$ cat src/rtl/mdio_pkg.sv
// mdio_pkg: shared constants, FSM state type and frame-building helper for the
// Clause 22 MDIO master (mdio_master, mdio_clk_gen).
package mdio_pkg;

    localparam logic [1:0] ST_CODE = 2'b01;
    localparam logic [1:0] OP_WR   = 2'b01;
    localparam logic [1:0] OP_RD   = 2'b10;
    localparam logic [1:0] TA_WR   = 2'b10;  // turnaround pattern driven on writes

    localparam int FRAME_BITS = 64;
    localparam int TA_BIT     = 46;
    localparam int DATA_BIT   = 48;

    // Field lengths after the preamble (ST+OP+PHYAD+REGAD, TA, DATA).
    localparam int HDR_LEN  = 14;
    localparam int TA_LEN   = DATA_BIT - TA_BIT;
    localparam int DATA_LEN = FRAME_BITS - DATA_BIT;

    typedef enum logic [2:0] {
        ST_IDLE     = 3'd0,
        ST_PREAMBLE = 3'd1,
        ST_HEADER   = 3'd2,
        ST_TA       = 3'd3,
        ST_DATA     = 3'd4
    } mdio_state_e;

    // Everything after the preamble, MSB = first bit on the wire. For reads the
    // TA/DATA part is never driven, so its content does not matter.
    function automatic logic [31:0] build_tx(input logic        is_wr,
                                             input logic [4:0]  phy,
                                             input logic [4:0]  regad,
                                             input logic [15:0] data);
        return {ST_CODE, (is_wr ? OP_WR : OP_RD), phy, regad, TA_WR, data};
    endfunction

endpackage

$ cat src/rtl/mdio_clk_gen.sv
// mdio_clk_gen: MDC divider. While enabled, a counter runs 0..CLK_DIV-1 and
// mdc toggles at terminal count, giving an MDC period of 2*CLK_DIV clk cycles
// that starts with the low phase. When disabled, counter and mdc are held low.
//
// Ports:
//   clk, rst_n  system clock, asynchronous active-low reset
//   en          run the divider
//   mdc         management clock
//   rise_stb    high in the cycle whose closing clk edge raises mdc
//   fall_stb    high in the cycle whose closing clk edge lowers mdc
module mdio_clk_gen #(
    parameter int CLK_DIV = 2
) (
    input  logic clk,
    input  logic rst_n,
    input  logic en,
    output logic mdc,
    output logic rise_stb,
    output logic fall_stb
);

    localparam int CNT_W = (CLK_DIV > 1) ? $clog2(CLK_DIV) : 1;
    localparam logic [CNT_W-1:0] CNT_MAX = CNT_W'(CLK_DIV - 1);

    logic [CNT_W-1:0] cnt_q, cnt_d;
    logic             mdc_q, mdc_d;
    logic             term;

    always_comb begin
        term  = en && (cnt_q == CNT_MAX);
        cnt_d = '0;
        mdc_d = 1'b0;
        if (en) begin
            if (term) begin
                cnt_d = '0;
                mdc_d = ~mdc_q;
            end else begin
                cnt_d = cnt_q + 1'b1;
                mdc_d = mdc_q;
            end
        end
    end

    always_ff @(posedge clk or negedge rst_n) begin
        if (!rst_n) begin
            cnt_q <= '0;
            mdc_q <= 1'b0;
        end else begin
            cnt_q <= cnt_d;
            mdc_q <= mdc_d;
        end
    end

    assign mdc      = mdc_q;
    assign rise_stb = term && !mdc_q;
    assign fall_stb = term && mdc_q;

endmodule

$ cat src/rtl/mdio_master.sv
// mdio_master: IEEE 802.3 Clause 22 MDIO management master. Serialises one
// write or read frame per accepted request onto MDC/MDIO and returns read data
// with a one-cycle strobe. The MDIO tristate buffer lives outside this block.
//
// Optional build macro: MDIO_TA_CHECK_EN adds rd_err, set with rd_valid when
// nothing pulled the second turnaround bit low during a read.
//
// Ports:
//   clk, rst_n          system clock, asynchronous active-low reset
//   phy_add, reg_add    request addresses (latched at accept)
//   wr_data             write data (latched at accept)
//   wren, rden          one-cycle request strobes; wren wins if both are high
//   busy                frame in progress
//   rd_data, rd_valid   last read result, one-cycle valid pulse
//   mdc, mdio_o, mdio_oe, mdio_i   PHY-side management interface
//   rd_err              (MDIO_TA_CHECK_EN only) no PHY answered the last read
//   dbg_state           current FSM state
module mdio_master import mdio_pkg::*; #(
    parameter int CLK_DIV       = 2,   // MDC half-period in clk cycles, >= 1
    parameter int PREAMBLE_BITS = 32   // 1..64
) (
    input  logic        clk,
    input  logic        rst_n,
    input  logic [4:0]  phy_add,
    input  logic [4:0]  reg_add,
    input  logic [15:0] wr_data,
    input  logic        wren,
    input  logic        rden,
    output logic        busy,
    output logic [15:0] rd_data,
    output logic        rd_valid,
    output logic        mdc,
    output logic        mdio_o,
    output logic        mdio_oe,
    input  logic        mdio_i,
`ifdef MDIO_TA_CHECK_EN
    output logic        rd_err,
`endif
    output mdio_state_e dbg_state
);

    localparam logic [5:0] PRE_LAST  = 6'(PREAMBLE_BITS - 1);
    localparam logic [5:0] HDR_LAST  = 6'(HDR_LEN - 1);
    localparam logic [5:0] TA_LAST   = 6'(TA_LEN - 1);
    localparam logic [5:0] DATA_LAST = 6'(DATA_LEN - 1);

    mdio_state_e  state_q, state_d;
    logic [5:0]   bit_cnt_q, bit_cnt_d;
    logic         is_wr_q, is_wr_d;
    logic [31:0]  tx_q, tx_d;
    logic [15:0]  rx_q, rx_d;
    logic [15:0]  rd_data_q, rd_data_d;
    logic         rd_valid_q, rd_valid_d;
`ifdef MDIO_TA_CHECK_EN
    logic         ta_bad_q, ta_bad_d;
    logic         rd_err_q, rd_err_d;
`endif

    logic rise_stb, fall_stb;
    logic req_accept;

    // Request handshake: wren/rden act as a one-cycle valid, !busy is the
    // ready. A request is taken on the clk edge where (wren|rden) && !busy;
    // anything presented while busy is dropped, never queued.
    assign req_accept = (wren || rden) && !busy;

    mdio_clk_gen #(
        .CLK_DIV (CLK_DIV)
    ) u_clk_gen (
        .clk      (clk),
        .rst_n    (rst_n),
        .en       (busy),
        .mdc      (mdc),
        .rise_stb (rise_stb),
        .fall_stb (fall_stb)
    );

    // Every state change and every new MDIO bit happens on fall_stb, i.e. at a
    // bit boundary; mdio_i is only looked at on rise_stb.
    always_comb begin
        state_d    = state_q;
        bit_cnt_d  = bit_cnt_q;
        is_wr_d    = is_wr_q;
        tx_d       = tx_q;
        rx_d       = rx_q;
        rd_data_d  = rd_data_q;
        rd_valid_d = 1'b0;
`ifdef MDIO_TA_CHECK_EN
        ta_bad_d   = ta_bad_q;
        rd_err_d   = rd_err_q;
`endif
        case (state_q)
            ST_IDLE: begin
                if (req_accept) begin
                    state_d   = ST_PREAMBLE;
                    bit_cnt_d = '0;
                    is_wr_d   = wren;
                    tx_d      = build_tx(wren, phy_add, reg_add, wr_data);
`ifdef MDIO_TA_CHECK_EN
                    ta_bad_d  = 1'b0;
                    rd_err_d  = 1'b0;
`endif
                end
            end
            ST_PREAMBLE: begin
                if (fall_stb) begin
                    if (bit_cnt_q == PRE_LAST) begin
                        state_d   = ST_HEADER;
                        bit_cnt_d = '0;
                    end else begin
                        bit_cnt_d = bit_cnt_q + 6'd1;
                    end
                end
            end
            ST_HEADER: begin
                if (fall_stb) begin
                    tx_d = {tx_q[30:0], 1'b0};
                    if (bit_cnt_q == HDR_LAST) begin
                        state_d   = ST_TA;
                        bit_cnt_d = '0;
                    end else begin
                        bit_cnt_d = bit_cnt_q + 6'd1;
                    end
                end
            end
            ST_TA: begin
`ifdef MDIO_TA_CHECK_EN
                // A responding PHY pulls the second TA bit low.
                if (rise_stb && !is_wr_q && bit_cnt_q == TA_LAST) begin
                    ta_bad_d = mdio_i;
                end
`endif
                if (fall_stb) begin
                    tx_d = {tx_q[30:0], 1'b0};
                    if (bit_cnt_q == TA_LAST) begin
                        state_d   = ST_DATA;
                        bit_cnt_d = '0;
                    end else begin
                        bit_cnt_d = bit_cnt_q + 6'd1;
                    end
                end
            end
            ST_DATA: begin
                if (rise_stb && !is_wr_q) begin
                    rx_d = {rx_q[14:0], mdio_i};
                end
                if (fall_stb) begin
                    tx_d = {tx_q[30:0], 1'b0};
                    if (bit_cnt_q == DATA_LAST) begin
                        // The last data bit was sampled at the preceding rise.
                        state_d   = ST_IDLE;
                        bit_cnt_d = '0;
                        if (!is_wr_q) begin
                            rd_valid_d = 1'b1;
                            rd_data_d  = rx_q;
`ifdef MDIO_TA_CHECK_EN
                            rd_err_d   = ta_bad_q;
`endif
                        end
                    end else begin
                        bit_cnt_d = bit_cnt_q + 6'd1;
                    end
                end
            end
            default: begin
                state_d   = ST_IDLE;
                bit_cnt_d = '0;
            end
        endcase
    end

    always_ff @(posedge clk or negedge rst_n) begin
        if (!rst_n) begin
            state_q    <= ST_IDLE;
            bit_cnt_q  <= '0;
            is_wr_q    <= 1'b0;
            tx_q       <= '0;
            rx_q       <= '0;
            rd_data_q  <= '0;
            rd_valid_q <= 1'b0;
`ifdef MDIO_TA_CHECK_EN
            ta_bad_q   <= 1'b0;
            rd_err_q   <= 1'b0;
`endif
        end else begin
            state_q    <= state_d;
            bit_cnt_q  <= bit_cnt_d;
            is_wr_q    <= is_wr_d;
            tx_q       <= tx_d;
            rx_q       <= rx_d;
            rd_data_q  <= rd_data_d;
            rd_valid_q <= rd_valid_d;
`ifdef MDIO_TA_CHECK_EN
            ta_bad_q   <= ta_bad_d;
            rd_err_q   <= rd_err_d;
`endif
        end
    end

    assign busy     = (state_q != ST_IDLE);
    assign rd_data  = rd_data_q;
    assign rd_valid = rd_valid_q;
    // Reads release the line from the first TA bit to the end of the frame.
    assign mdio_oe  = busy && (is_wr_q || state_q == ST_PREAMBLE || state_q == ST_HEADER);
    // Idle and preamble both drive 1; later fields come from the shifter MSB.
    assign mdio_o   = (state_q == ST_HEADER || state_q == ST_TA || state_q == ST_DATA)
                      ? tx_q[31] : 1'b1;
    assign dbg_state = state_q;
`ifdef MDIO_TA_CHECK_EN
    assign rd_err   = rd_err_q;
`endif

endmodule
$ cat config.mk
export PLATFORM = sky130hd
export DESIGN_NAME = mdio_master
export DESIGN_NICKNAME = d
export VERILOG_FILES = /design/src/rtl/mdio_pkg.sv /design/src/rtl/mdio_clk_gen.sv /design/src/rtl/mdio_master.sv
export SDC_FILE = /design/constraint.sdc
export NUM_CORES = 1
export LEC_CHECK = 0
export BUFFER_PORTS_ARGS = -buffer_cell sky130_fd_sc_hd__clkbuf_2
export CAP_MARGIN = 5
export CORE_MARGIN = 1
export CORE_UTILIZATION = 30
export CTS_BUF_LIST = sky130_fd_sc_hd__clkbuf_16
export CTS_CLUSTER_DIAMETER = 150
export CTS_CLUSTER_SIZE = 24
export DETAILED_ROUTE_END_ITERATION = 12
export GPL_ROUTABILITY_DRIVEN = 0
export SLEW_MARGIN = 5
export SYNTH_ARGS = -nofsm -noshare
export SYNTH_HDL_FRONTEND = slang
export SYNTH_SLANG_ARGS = --single-unit
export TNS_END_PERCENT = 30
$ cat constraint.sdc
create_clock -name clk -period 5 [get_ports clk]
set_input_delay 0 -clock clk [delete_from_list [all_inputs] [get_ports clk]]
set_output_delay 0 -clock clk [all_outputs]
set_load 0.005 [all_outputs]
* Word level (Yosys, flattened, before mapping) *
Cells that the tools add are included.
Widths: inputs -> output; s select.

word-level totals
  word-level logic and storage cells = 89
  output and inout port bits = 24
  flip-flop bits (word level) = 77

operators by class
  bitwise logic cells = 2
  add/subtract/negate cells = 2
  reduce and logical (&&, ||, !) cells = 24
  muxes and demuxes = 33
  equal/unequal tests = 19

operators with widths
  cell                 count
  $mux 32              2
  $pmux 32 s2          1
  $mux 6               9
  $pmux 6 s5           1
  $mux 3               9
  $ne 2x2->1 const B   9
  $pmux 3 s5           1
  $eq 6x4->1 const B   2
  $mux 1               9
  $reduce_and 9->1     1
  $add 6x1->6 const B  1
  $eq 3x2->1 const B   2
  $eq 6x1->1 const B   1
  $eq 6x5->1 const B   1
  $logic_and 1x1->1    6
  $logic_or 1x1->1     5
  $reduce_and 5->1     1
  $ne 2x1->1 const B   2
  $reduce_and 2->1     2
  $reduce_and 4->1     1
  $eq 3x1->1 const B   1
  $eq 3x3->1 const B   1
  $logic_not 1->1      3
  $logic_not 3->1      1
  other kinds (7)      8

* Depth between registers and ports, before layout *
  word-level depth = 5
  gate-level depth with buffers = 9

* By module *
Synthesis repeated with hierarchy kept, for this count alone.

second synthesis, totals
  cells, all modules = 345
  area total of the unflattened synthesis = 3,537.1 µm²

modules (own cells, without submodules)
  module        cells each  instances  area an instance (µm²)  sequential area each (µm²)
  mdio_master   337         1          3,448.3                 1,876.8
  mdio_clk_gen  8           1          88.8                    50.0

* Least setup slack after synthesis *
Ideal clock, no wire load.

  kind = reg-to-reg
  from = register state_q[0] (netlist: dbg_state[0])
  to = register rd_data_q[10] (netlist: rd_data[10])
  required time = 4,875 ps
  stages on the path, launching flop included = 9
  setup slack = 3,085 ps
  buffers on the path = 3
  arrival time = 1,791 ps
  path through = dfrtp_1 -> buf_6 -> nor2_1 -> nand2_1 -> nor3b_1 -> and3_2 -> buf_2 -> buf_6 -> mux2_2

on the way
  word-level cells in the longest chain between the ends = 4
  elaborated cells between the ends (all ways) = 5

RTL lines
  item                          RTL line            text
  start: declaration            mdio_master.sv:47   mdio_state_e state_q, state_d;
  start signal: assignment      mdio_master.sv:186  state_q <= state_d;
  $reduce_bool 3->1             mdio_master.sv:200  assign busy = (state_q != ST_IDLE);
  $logic_and 1x1->1             mdio_clk_gen.sv:30  term = en && (cnt_q == CNT_MAX);
  $logic_and 1x1->1             mdio_clk_gen.sv:56  assign fall_stb = term && mdc_q;
  $reduce_and 4->1 (no line) *  -
  end signal: assignment        mdio_master.sv:191  rd_data_q <= rd_data_d;
  end: declaration              mdio_master.sv:52   logic [15:0] rd_data_q, rd_data_d;

Every way passes the cells marked *; elsewhere a longest branch is shown, timed or not.
A chain may end at the register's enable or synchronous reset.

* Worst setup path in the final report *
  from = register state_q[2] (netlist: dbg_state[2])
  to = register tx_q[26]

on the way
  word-level cells in the longest chain between the ends = 5
  elaborated cells between the ends (all ways) = 15

RTL lines
  item                                                RTL line            text
  branches (longest 5 deep; another with $eq 3x2->1)  -
  end signal: assignment                              mdio_master.sv:189  tx_q <= tx_d;
  end: declaration                                    mdio_master.sv:50   logic [31:0] tx_q, tx_d;

Parallel ways; which one is timed is not known.

==> summary.txt <==
Status
  – Outcome: complete, no violations

Floorplanning
  – Row cnt: 39
  – Core Region: roughly 11000 um2
  – Initial Util: about 31%
  – DIE AREA: 12100 um2
  – Die Y: 110 um
  – Io pins: 55
  – DIE WIDTH: between 100 and 150 um

Placement
  – Placed cell count: a little under 500
  – Port buffer count: between 50 and 60
  – Hpwl dp: 4.40 mm
  – Placed instance area: roughly 3800 um2

Routing
  – Final Routed Wirelength: around 6.6 mm
  – Met3 WL: approximately 270 um
  – Vias: approximately 2.4k
  – Drt pass-1 iters: 4
  – Drc violations: 0
  – Top Layer Used: met4
  – Met1 Wirelength: 3.32 mm
  – Routed Antenna Nets: 0
  – Met2 wire length: 2.93 mm
  – Via-per-instance ratio: 4.56
  – Iteration-0 DRC Markers: approximately 110
  – WL/cell: between 10 and 15 um

Critical path
  – Crit path kind: flop to flop
  – Worst Path Buf+Inv: 2
  – WP data arrival: between 2000 and 3000 ps
  – Startpoint class of the critical path: flop
  – R2r setup slk: 2330 ps
  – Crit-path max FO: 63
  – Critical path, cell by cell: inv_1, a21oi_4, buf_4, o21a_2, o21ai_0
  – Critical R2R Capture: tx_q[26]$_DFFE_PN0P_
  – Crit path max-delay cell type: o21a_2
  – Reg-to-Reg Start: dbg_state[2]$_DFFE_PN0P_
  – Cells on worst reg2reg path: 5
  – Setup crit end kind: flop
  – Worst EP required: 5160 ps
  – CP max stage delay: ~880 ps
  – Family with the most delay on the worst path: compound AO/OA/AOI/OAI gates

Synth
  – EDFF count, synth: 0
  – Avg Synthesized Cell Area: around 11 um2
  – Yosys reg bits: 77
  – Cell area after synthesis: around 3500 um2
  – Syn Nets: roughly 340
  – Sequential-to-total area share from yosys stat: 55.2%
  – Synth Instances: 311
  – Main flop type after synthesis: dfrtp_1
  – Synth Warn #: 0
  – Post-synth cell types: 41
  – Ys async rst share: 100%

Timing
  – Total negative slack: 0 ps
  – Max transition margin: 33.9%
  – Pins Over Slew Limit: 0
  – Worst-Margin Slew: 991 ps
  – Period utilisation layout: between 50% and 60%
  – Fin. Hold Viols: 0
  – RSZ-0062 raised after global routing: no
  – Achievable frequency: approximately 0.37 GHz
  – Final setup fails: 0
  – Period minus WS final: 2670 ps
  – Clock skew: ~6.5 ps

Clocking
  – Clk sink count: 77
  – Post-cts sizing count: 0
  – Hold buffer count at CTS: 29
  – CTS tree: done
  – TritonCTS Buffers: 9
  – H-tree levels: 3
  – Clock buffer depth: 2
  – Clk_lat worst skew: approximately 330 ps
  – Clk pin slew, worst setup/hold paths: roughly 60 ps
  – CTS Root Cell: clkbuf_16
  – # Post-CTS Setup Buffers: 0

Run
  – MaxCap Viol Count: 0

Finish
  – Share of cells above drive strength 1: approximately 28%
  – Antenna Cells: 0
  – Nets: between 400 and 500
  – Cell area after layout: between 4000 and 5000 um2
  – Syn-to-layout area delta: 26.8%
  – Fill cells: about 1.1k
  – Final cell count without fillers: 536

Global routing
  – First-pass GRT wire length: 11.1 mm
  – Largest net degree at the start of global routing: between 70 and 80
  – Total GRT Usage: roughly 12%
  – Vias in the first global route: roughly 2.3k
  – Initial antenna violation count: 0
  – Congestion Overflow GR: 0

Min path
  – Worst hold path cell count: 3
  – Worst Hold Launch: wren
  – Hold path endpoint: is_wr_q$_DFFE_PN0P_
  – Worst min path class: primary input to flop

Pwr
  – Switch Pwr: roughly 0.84 mW
  – Cell area power density: ~530 nW/um2
  – Int Pwr: around 1.5 mW
  – Leakage: about 2.2 nW
  – Seq pwr share: 40.0%
  – Comb pwr share: 33.1%
  – Clock share of power: 26.9%
  – Switching Fraction: 35.5%
  – Peak supply drop: roughly 0.23 mV
==> stage by stage <==
stage,power (mW),hold slack (ps),setup WS [ps],util [%]
5_1_grt,2.55,55.2,2090,38.9
3_5_place_dp,1.73,226,2310,33.8
4_1_cts,2.40,28.3,2300,38.9
6_report,2.37,28.7,2330,38.9
2_1_floorplan,1.57,-296,3080,-
3_3_place_gp,1.70,216,2390,33.8
==> per-layer routing <==
| layer | GRT usage, % | vias to the layer above |
|---|---|---|
| met2 | 17.1 | 39 |
| met1 | 17.2 | 1162 |
| met4 | 4.86 | 0 |
| met5 | 0 | - |
| li1 | - | 1235 |
| met3 | 3.26 | 7 |
==> registers in the layout (all words and copies together) (netlist names) <==
name,count
rx_q,16
dbg_state,3
rd_valid,1
is_wr_q,1
rd_data,16
u_clk_gen.mdc,1
bit_cnt_q,6
tx_q,32
u_clk_gen.cnt_q,1
==> cells by family (layout without fill, tap and decap cells) <==
family,after synthesis,count (layout),share of synthesized area [%]
DFF,77,77,55.2
buffers and inverters,24,106,4.08
AOI/OAI and AO/OA,63,63,10.7
xor gates and xnor gates,1,1,0.251
and+or+nand+nor,85,85,10.9
muxes,59,59,18.1
adders and majority gates,2,2,0.716
==> synth_stat cells, drive strengths merged (2+ instances only) <==
library cell,instances,share of area [%]
clkbuf,3,0.32
nand2,47,5.1
nor3b,2,0.57
ha,2,0.72
and3,2,0.43
o21ai,40,5.7
a21o,2,0.43
a21oi,9,1.6
nand2b,2,0.36
buf,15,3.1
inv,6,0.64
mux2i,25,7.2
nor3,5,0.86
and2,2,0.36
dfrtp,77,55
o21a,2,0.43
mux2,34,11
nand3,2,0.29
o21bai,2,0.43
nor2,18,1.9
==> layout make-up <==
| cell class | instances | area (um2) | share of cell area (%) |
|---|---|---|---|
| clock buffers | 9 | 225 | 5.09 |
| repair buffers | 84 | 571 | 12.9 |
| flip-flops and latches | 77 | 1930 | 43.5 |
| multi-input cells | 210 | 1440 | 32.4 |
| clock inverters | 7 | 67.6 | 1.53 |
| well taps | 143 | 179 | 4.04 |
| inverters | 6 | 22.5 | 0.509 |
==> worst reg2reg max path: stages, from the launching register on <==
cell and delay [ps]:
dfrtp_1 630, inv_1 200, a21oi_4 170, buf_4 400, o21a_2 880, o21ai_0 220
==> power groups by stage <==
stage	clock network (mW)	logic, mW	registers, mW
3_3_place_gp	0	0.752	0.950
4_1_cts	0.657	0.792	0.947
6_report	0.636	0.783	0.947
5_1_grt	0.684	0.892	0.973
2_1_floorplan	0	0.672	0.902
3_5_place_dp	0	0.777	0.954
==> placed cells by master, fill, tap and decap left out, drive strengths merged, types with 3 or more instances in the layout <==
cell type | netlist | final
mux2i | 25 | 25
nor2 | 18 | 18
nor3 | 5 | 5
inv | 6 | 7
a21oi | 9 | 9
dfrtp | 77 | 77
o21ai | 40 | 40
clkbuf | 3 | 62
nand2 | 47 | 47
mux2 | 34 | 34
dlygate4sd3 | 0 | 29
clkinv | 0 | 3
==> how the worst max path moves through the flow <==
stage,from,to,slack [ps],cells past startpoint
6_report,dbg_state[2]$_DFFE_PN0P_,tx_q[26]$_DFFE_PN0P_,2330,5
5_1_grt,dbg_state[2]$_DFFE_PN0P_,tx_q[25]$_DFFE_PN0P_,2090,5
4_1_cts,dbg_state[2]$_DFFE_PN0P_,tx_q[26]$_DFFE_PN0P_,2300,5
3_5_place_dp,dbg_state[2]$_DFFE_PN0P_,tx_q[26]$_DFFE_PN0P_,2310,5
3_3_place_gp,dbg_state[2]$_DFFE_PN0P_,tx_q[27]$_DFFE_PN0P_,2390,5
2_1_floorplan,dbg_state[0]$_DFFE_PN0P_,rd_data[10]$_DFFE_PN0P_,3080,8
No activity file was read; power rests on OpenSTA's default activity.
